**src/rtl/led_pkg.sv**
```systemverilog
// Shared types for the LED pattern engine.
//   led_mode_t : run-time display mode encodings (6/7 reserved, act as OFF)
//   MODE_W     : width of the mode select field
package led_pkg;
  localparam int MODE_W = 3;

  typedef enum logic [MODE_W-1:0] {
    MODE_OFF    = 3'd0,
    MODE_ROT_R  = 3'd1,
    MODE_ROT_L  = 3'd2,
    MODE_BOUNCE = 3'd3,
    MODE_FILL   = 3'd4,
    MODE_BLINK  = 3'd5,
    MODE_RSV6   = 3'd6,
    MODE_RSV7   = 3'd7
  } led_mode_t;
endpackage

```
**src/rtl/led_pattern_engine_if.sv**
```systemverilog
// Control/status bundle between the mode/speed registers and the engine.
//   en, mode, period       : driven by the controller (master)
//   led, step_pulse, wrap  : driven by the engine (slave)
interface led_pattern_engine_if #(
  parameter int WIDTH = 16,
  parameter int CNT_W = 27
);
  import led_pkg::*;

  logic                  en;
  logic [MODE_W-1:0]     mode;
  logic [CNT_W-1:0]      period;
  logic [WIDTH-1:0]      led;
  logic                  step_pulse;
  logic                  wrap;

  modport master (output en, mode, period, input led, step_pulse, wrap);
  modport slave  (input en, mode, period, output led, step_pulse, wrap);
endinterface

```
**src/rtl/led_prescaler.sv**
```systemverilog
// Step prescaler: counts enabled cycles and strobes tick every period+1 of them.
//   clk, rst_n : clock, async active-low reset
//   en         : count enable (count holds when low)
//   clr        : synchronous clear; suppresses tick
//   period     : terminal count; compare is >= so a lowered period fires at once
//   tick       : step strobe for the current cycle (from registered count)
module led_prescaler #(
  parameter int CNT_W = 27
) (
  input  logic             clk,
  input  logic             rst_n,
  input  logic             en,
  input  logic             clr,
  input  logic [CNT_W-1:0] period,
  output logic             tick
);
  logic [CNT_W-1:0] cnt;

  assign tick = en && !clr && (cnt >= period);

  always_ff @(posedge clk or negedge rst_n) begin
    if (!rst_n)        cnt <= '0;
    else if (clr)      cnt <= '0;
    else if (en) begin
      if (cnt >= period) cnt <= '0;
      else               cnt <= cnt + CNT_W'(1);
    end
  end
endmodule

```
**src/rtl/led_pattern_engine.sv**
```systemverilog
// LED bar pattern generator with run-time mode select.
//   clk, rst_n : clock, async active-low reset
//   bus (slave): en/mode/period in; led/step_pulse/wrap out (all registered)
module led_pattern_engine
  import led_pkg::*;
#(
  parameter int WIDTH = 16,
  parameter int CNT_W = 27
) (
  input  logic                  clk,
  input  logic                  rst_n,
  led_pattern_engine_if.slave   bus
);
  localparam logic [WIDTH-1:0] MSB  = {1'b1, {(WIDTH-1){1'b0}}};
  localparam logic [WIDTH-1:0] LSB  = {{(WIDTH-1){1'b0}}, 1'b1};
  localparam logic [WIDTH-1:0] ONES = '1;

  led_mode_t        mode_q, mode_d;
  logic [WIDTH-1:0] led_q, led_nx, seed;
  logic             dir_q, dir_nx;   // BOUNCE: 0 = moving toward LSB
  logic             step_q, wrap_q, wrap_nx;
  logic             mode_chg, active, tick;

  assign mode_d   = led_mode_t'(bus.mode);
  assign mode_chg = (mode_d != mode_q);

  always_comb begin
    active = 1'b0;
    case (mode_q)
      MODE_ROT_R, MODE_ROT_L, MODE_BOUNCE, MODE_FILL, MODE_BLINK: active = 1'b1;
      default: active = 1'b0;
    endcase
  end

  // Hold the prescaler clear across a mode change so the new mode starts
  // a full period from the load edge; idle modes keep it parked at 0.
  led_prescaler #(.CNT_W(CNT_W)) u_presc (
    .clk    (clk),
    .rst_n  (rst_n),
    .en     (bus.en),
    .clr    (mode_chg || !active),
    .period (bus.period),
    .tick   (tick)
  );

  always_comb begin
    seed = '0;
    case (mode_d)
      MODE_ROT_R, MODE_BOUNCE: seed = MSB;
      MODE_ROT_L:              seed = LSB;
      MODE_BLINK:              seed = ONES;
      default:                 seed = '0;
    endcase
  end

  always_comb begin
    led_nx  = '0;
    dir_nx  = dir_q;
    wrap_nx = 1'b0;
    case (mode_q)
      MODE_ROT_R: begin
        led_nx  = {led_q[0], led_q[WIDTH-1:1]};
        wrap_nx = led_q[0];
      end
      MODE_ROT_L: begin
        led_nx  = {led_q[WIDTH-2:0], led_q[WIDTH-1]};
        wrap_nx = led_q[WIDTH-1];
      end
      MODE_BOUNCE: begin
        // Turn around on the step that lands on an endpoint so each end is
        // shown exactly once per pass.
        if (!dir_q) begin
          led_nx = led_q >> 1;
          if (led_q[1]) dir_nx = 1'b1;
        end else begin
          led_nx = led_q << 1;
          if (led_q[WIDTH-2]) begin
            dir_nx  = 1'b0;
            wrap_nx = 1'b1;
          end
        end
      end
      MODE_FILL: begin
        if (led_q == ONES) begin
          led_nx  = '0;
          wrap_nx = 1'b1;
        end else begin
          led_nx = {1'b1, led_q[WIDTH-1:1]};
        end
      end
      MODE_BLINK: begin
        led_nx  = (led_q == '0) ? ONES : '0;
        wrap_nx = (led_q == '0);
      end
      default: led_nx = '0;
    endcase
  end

  always_ff @(posedge clk or negedge rst_n) begin
    if (!rst_n) begin
      mode_q <= MODE_OFF;
      led_q  <= '0;
      dir_q  <= 1'b0;
      step_q <= 1'b0;
      wrap_q <= 1'b0;
    end else if (mode_chg) begin
      mode_q <= mode_d;
      led_q  <= seed;
      dir_q  <= 1'b0;
      step_q <= 1'b0;
      wrap_q <= 1'b0;
    end else if (tick) begin
      led_q  <= led_nx;
      dir_q  <= dir_nx;
      step_q <= 1'b1;
      wrap_q <= wrap_nx;
    end else begin
      step_q <= 1'b0;
      wrap_q <= 1'b0;
    end
  end

  assign bus.led        = led_q;
  assign bus.step_pulse = step_q;
  assign bus.wrap       = wrap_q;
endmodule
```
**src/flat_wrapper.sv**
```systemverilog
// flat-port wrapper written by rule: the top's interface ports become plain ports
module led_pattern_engine_flat import led_pkg::*;
#(
  parameter int WIDTH = 16,
  parameter int CNT_W = 27
)
  (clk, rst_n, bus_en, bus_mode, bus_period, bus_led, bus_step_pulse, bus_wrap);
  led_pattern_engine_if #(.WIDTH(WIDTH), .CNT_W(CNT_W)) bus_i ();
  input  logic clk;
  input  logic rst_n;
  input wire logic [$bits(bus_i.en)-1:0] bus_en;
  input wire logic [$bits(bus_i.mode)-1:0] bus_mode;
  input wire logic [$bits(bus_i.period)-1:0] bus_period;
  output wire logic [$bits(bus_i.led)-1:0] bus_led;
  output wire logic [$bits(bus_i.step_pulse)-1:0] bus_step_pulse;
  output wire logic [$bits(bus_i.wrap)-1:0] bus_wrap;
  assign bus_i.en = bus_en;
  assign bus_i.mode = bus_mode;
  assign bus_i.period = bus_period;
  assign bus_led = bus_i.led;
  assign bus_step_pulse = bus_i.step_pulse;
  assign bus_wrap = bus_i.wrap;
  led_pattern_engine #(.WIDTH(WIDTH), .CNT_W(CNT_W)) u_core (.clk(clk), .rst_n(rst_n), .bus(bus_i));
endmodule
```
**config.mk**
```make
export PLATFORM = sky130hd
export DESIGN_NAME = led_pattern_engine_flat
export DESIGN_NICKNAME = d
export VERILOG_FILES = /design/src/rtl/led_pkg.sv /design/src/rtl/led_pattern_engine_if.sv /design/src/rtl/led_prescaler.sv /design/src/rtl/led_pattern_engine.sv /design/src/flat_wrapper.sv
export SDC_FILE = /design/constraint.sdc
export NUM_CORES = 1
export LEC_CHECK = 0
export ABC_AREA = 1
export CORE_ASPECT_RATIO = 1.2
export CORE_MARGIN = 2
export CORE_UTILIZATION = 62
export CTS_CLUSTER_DIAMETER = 150
export DETAILED_ROUTE_END_ITERATION = 10
export GPL_ROUTABILITY_DRIVEN = 1
export PLACE_DENSITY = 0.85
export SYNTH_ARGS = -nofsm -noshare
export SYNTH_HDL_FRONTEND = slang
export SYNTH_HIERARCHICAL = 1
export SYNTH_SLANG_ARGS = --single-unit
```
**constraint.sdc**
```tcl
create_clock -name clk -period 3.4 [get_ports clk]
set_input_delay 0.68 -clock clk [delete_from_list [all_inputs] [get_ports clk]]
set_output_delay 0.68 -clock clk [all_outputs]
set_load 0.005 [all_outputs]
```
# ---- Word-level counts from Yosys, hierarchy flattened
# Index checks and enable logic that the tools add are counted.
dict set report totals {
  reg_bits 49
  inputBits 33
  out_inout_bits 18
  word_cells 56
}
dict set report op_classes {
  n_addsub 1
  order_cmp 1
  n_eq_ne 11
  mux 25
  reduce_logical 12
}
# op count
set ops {}
lappend ops {{two-way mux 27 bit} 3}
lappend ops {{two-way mux 16 bit} 5}
lappend ops {{one-hot mux 16 bit (5 select lines)} 1}
lappend ops {{one-hot mux 16 bit (3 select lines)} 1}
lappend ops {{adder 27 x 1 -> 27 bit (second input constant)} 1}
lappend ops {{>= comparator 27 bit} 1}
lappend ops {{== test 16 bit (second input constant)} 1}
lappend ops {{zero test 16 bit} 1}
lappend ops {{two-way mux 1 bit} 14}
lappend ops {{== test 3 x 2 -> 1 bit (second input constant)} 4}
lappend ops {{== test 3 bit (second input constant)} 3}
lappend ops {{== test 3 x 1 -> 1 bit (second input constant)} 2}
lappend ops {{nonzero test 2 bit} 3}
lappend ops {{one-hot mux 1 bit (5 select lines)} 1}
lappend ops {{OR reduction 5 bit} 1}
lappend ops {{inequality test 3 bit} 1}
lappend ops {{logical AND 1 bit} 2}
lappend ops {{zero test 1 bit} 2}
lappend ops {{AND reduction 2 bit} 1}
lappend ops {{OR reduction 2 bit} 1}
lappend ops {{logical OR 1 bit} 1}

# ---- Logic depth before layout (Yosys ltp)
dict set report logic_depth {
  ltp_word 10
  depth_mapped 19
  mapped_depth_nobuf 17
}

# ---- Cells and area by module
# Netlist, hierarchy kept.
# mod instances cells_per_inst area_each_um2 seq_area_each_um2
set by_module_without_submodules {}
lappend by_module_without_submodules {led_prescaler 1 430 2757.6 675.6}
lappend by_module_without_submodules {led_pattern_engine 1 231 1521.5 550.5}

# ---- Least setup slack after synthesis
# Ideal clock, no wire load.
dict set report synth_timing {
  kind {input to register}
  startpoint {in bus_mode[0]}
  endpoint {reg u_core.led_q[11], in the netlist u_core/bus.led[11]}
  setup_ns 0.120
  t_arrival_ns 2.385
  required_ns 3.280
  setup_slack_ns 0.895
  cell_stages 14
  n_path_buf 3
  cell_sequence {xor2_1 -> nor3_2 -> buf_6 -> o31ai_1 -> nor2_2 -> buf_4 -> nand2_1 -> inv_1 -> inv_1 -> nand2_4 -> nand2_4 -> inv_2 -> buf_6 -> a21oi_2}
}
dict set report synth_between {
  elab_chain_len 6
  word_cells_on_any_way 13
  cone_classes {eq/ne: 5; mux: 2; reduce/logical: 6}
}
# item line
set synth_lines {}
lappend synth_lines {{start: declaration} flat_wrapper.sv:12} ;# input wire logic [$bits(bus_i.mode)-1:0] bus_mode;
lappend synth_lines {{inequality test 3 bit} led_pattern_engine.sv:25} ;# assign mode_chg = (mode_d != mode_q);
lappend synth_lines {{logical OR 1 bit} led_pattern_engine.sv:41} ;# .clr (mode_chg || !active),
lappend synth_lines {{zero test 1 bit} led_prescaler.sv:19} ;# assign tick = en && !clr && (cnt >= period);
lappend synth_lines {{logical AND 1 bit (2 in series)} led_prescaler.sv:19}
lappend synth_lines {{via u_core.tick} led_pattern_engine.sv:22} ;# logic mode_chg, active, tick;
lappend synth_lines {{nonzero test 2 bit (no line)} --}
lappend synth_lines {{end signal: assignment} led_pattern_engine.sv:113} ;# led_q <= led_nx;
lappend synth_lines {{end: declaration} led_pattern_engine.sv:19} ;# logic [WIDTH-1:0] led_q, led_nx, seed;
# The timed path passes the listed nets, and every way through them passes these cells.
# A chain may end at the register's enable or synchronous reset.

# ---- Worst setup path in the final report
dict set report layout_timing {
  startpoint {in bus_period[10]}
  endpoint {reg u_core.led_q[6], in the netlist u_core/bus.led[6]}
}
dict set report layout_between {
  elab_chain_len 3
}
# item line
set layout_lines {}
lappend layout_lines {{start: declaration} flat_wrapper.sv:13} ;# input wire logic [$bits(bus_i.period)-1:0] bus_period;
lappend layout_lines {{>= comparator 27 bit} led_prescaler.sv:19}
lappend layout_lines {{logical AND 1 bit} led_prescaler.sv:19}
lappend layout_lines {{via u_core.tick} led_pattern_engine.sv:22}
lappend layout_lines {{nonzero test 2 bit (no line)} --}
# The timed path passes the listed nets, and every way through them passes these cells.

==> qor.csv <==
metric,value,unit
yosysUniqueCellTypes,35,
via_count,4295,
cp.required,3.58,ns
yosys_warnings,6,
maxCapViolations,0,
final_cell_mix,"nand2_1, nor2_1, inv_1",
grt_max_degree,35,
synthCells,661,
io_buffers,50,
period_share,85.2,%
fmaxAchievable,0.345,GHz
period_needed,2.90,ns
maxSlewHeadroom,31.7,%
synth-async-reset-ratio,100,%
cts_root_buffer,clkbuf_8,
fin_tns_setup,0,ns
worstPathArrival,3.08,ns
start_kind,input port,
syn_nets,722,
initialDrtViolationCount,251,
diodes,0,
grt_pass1_vias,4194,
clock_sinks,49,
synth_edf_count,0,
min_path_type,input port to asynchronous set/reset pin,
ant_nets,0,
fin_area,0.00493,sq mm
drt-total-wl,11000,um
clk_latency,0.30,ns
cts_repair_resize_count,0,
area_growth,15.3,%
drive_gt1_share,8.05,%
cts_buffers,5,
dr.pass1.iters,5,
wl_per_cell,13.8,um
cts_tree,built,
viasPerCell,5.40,
mostFrequentLayoutCell,nand2_1,
finalHoldViolations,0,
dp_hpwl,8290,um
rsz0062_at_grt,no,
ios,51,
clkTransAtPathRegs,0.09,ns
start_util,63.2,%
rows,33,
crit_fanout,17,
overflow,0,
crit_end,u_core/bus.led[6],
r2r_slack,0.86,ns
status,completed,
r2r_end,u_core/bus.led[6],
gp_congestion,0.940,
antenna_found_initial,0,
dieWidth,79.8,um
finClkSkew,0.00884,ns
setup.worst_path.start,bus_period[10],
setup_viol,0,
ir_drop,0.193,mV
core_area,0.00677,sq mm
cts_setup_buffers,0,
ys_ff_latch,49,
power_density,275,mW/mm^2
dieArea,0.00759,sq mm
place_area,0.00481,sq mm
num-fill-cells,599,
route.detailed.drc,0,
p_leak,2.39,nW
ys_seq_area_share,28.7,%
yosys_most_used_dff,dfrtp_1,
reg2reg_depth,16,
syn_area,0.00428,sq mm
path_class,input port to flip-flop,
end_kind,flip-flop,
syn_area_per_cell,6.47,sq um
r2r-start,u_core/u_presc/cnt[10],
drv_slew,0,
clock_path_buffers,2,
hold_buffers,0,
grt_pass1_wl,18400,um
p_total,1.36,mW
tightest_slew,1.02,ns
finalCoreUtilization,72.8,%
nNetsFinal,768,
track_usage,30.8,%
ctsHtreeMaxLevel,2,
die_h,95.0,um
[critical path, stage by stage]
cell,delay (ns)
clkdlybuf4s50_1,0.45
inv_1,0.04
ha_1,0.28
nand2_1,0.05
inv_1,0.06
nand2_1,0.06
nor2_1,0.21
nand2_1,0.10
nand3_1,0.11
nand2_1,0.09
nand3_4,0.07
nand2_1,0.05
inv_1,0.04
inv_1,0.09
nand2_4,0.21
nand2_4,0.06
inv_2,0.28
a21oi_1,0.13
[power breakdown]
group          switching (mW)  internal [mW]  total, mW
combinational           0.135          0.125      0.260
clock                   0.207          0.240      0.446
sequential             0.0432          0.608      0.651
[state kept, by name, indices dropped and copies added (netlist names)]
register,cells
u_core/u_presc/cnt,27
u_core/bus.led,16
u_core/mode_q,3
u_core/bus.step_pulse,1
u_core/bus.wrap,1
u_core/dir_q,1
[metal layers]
layer	up-vias	routed length (um)	GRT usage, %
met5	-	0	0
met2	140	5620	56.1
met4	0	454	15.7
met1	1976	4400	34.7
li1	2145	-	-
met3	34	500	4.40
[layout make-up]
cell class / instances / area [sq um] / share of cell area [%]
clock inverter: 2 / 37.5 / 0.761
tap: 87 / 109 / 2.21
clock buffer: 6 / 82.6 / 1.67
inverter: 110 / 413 / 8.37
sequential: 49 / 1230 / 24.9
multi-input combinational: 486 / 2530 / 51.3
timing repair buffer: 55 / 533 / 10.8
[kinds of logic (layout without fill, tap and decap cells)]
| kind of cell | count (synthesis) | in the layout | share of synthesized area, % |
|---|---|---|---|
| adders and majority gates | 28 | 28 | 8.19 |
| AOI/OAI and AO/OA | 72 | 72 | 12.1 |
| and+or+nand+nor | 383 | 383 | 38.2 |
| DFF | 49 | 49 | 28.7 |
| buffers and inverters | 126 | 173 | 12.2 |
| xor gates and xnor gates | 3 | 3 | 0.614 |
[metrics by stage]
step	hold slack [ns]	setup slack, ns	instances
floorplan	0.384	0.895	661
global placement	0.562	0.215	787
detailed placement	0.571	0.157	787
CTS	0.499	0.484	795
global route	0.539	0.302	795
finish	0.476	0.503	795
[synthesized netlist by cell type, types with 5 or more instances]
cell type  instances  share of area [%]
nand4_1            7                1.0
o21bai_2          10                2.6
nor3_1             5               0.58
dfrtp_1           49                 29
ha_1              28                8.2
nor2_2             9                1.3
clkbuf_1           5               0.44
nand2_1          179                 16
inv_1            106                9.3
a21oi_2           10                2.0
a21oi_1           14                1.6
o21ai_0           12                1.4
nand3_1           47                5.5
nor2_1           121                 11
o21bai_1          17                3.0
[worst min path at each step]
stage,startpoint,endpoint,slack [ns],depth (start not counted)
after floorplan,rst_n,u_core/bus.led[0],0.38,0
after global placement,u_core/dir_q,u_core/dir_q,0.56,2
after detailed placement,u_core/dir_q,u_core/dir_q,0.57,2
after CTS,rst_n,u_core/bus.led[5],0.50,1
after global routing,rst_n,u_core/bus.led[5],0.54,1
final,rst_n,u_core/bus.led[5],0.48,1
Power figures use the tool's default switching activity.
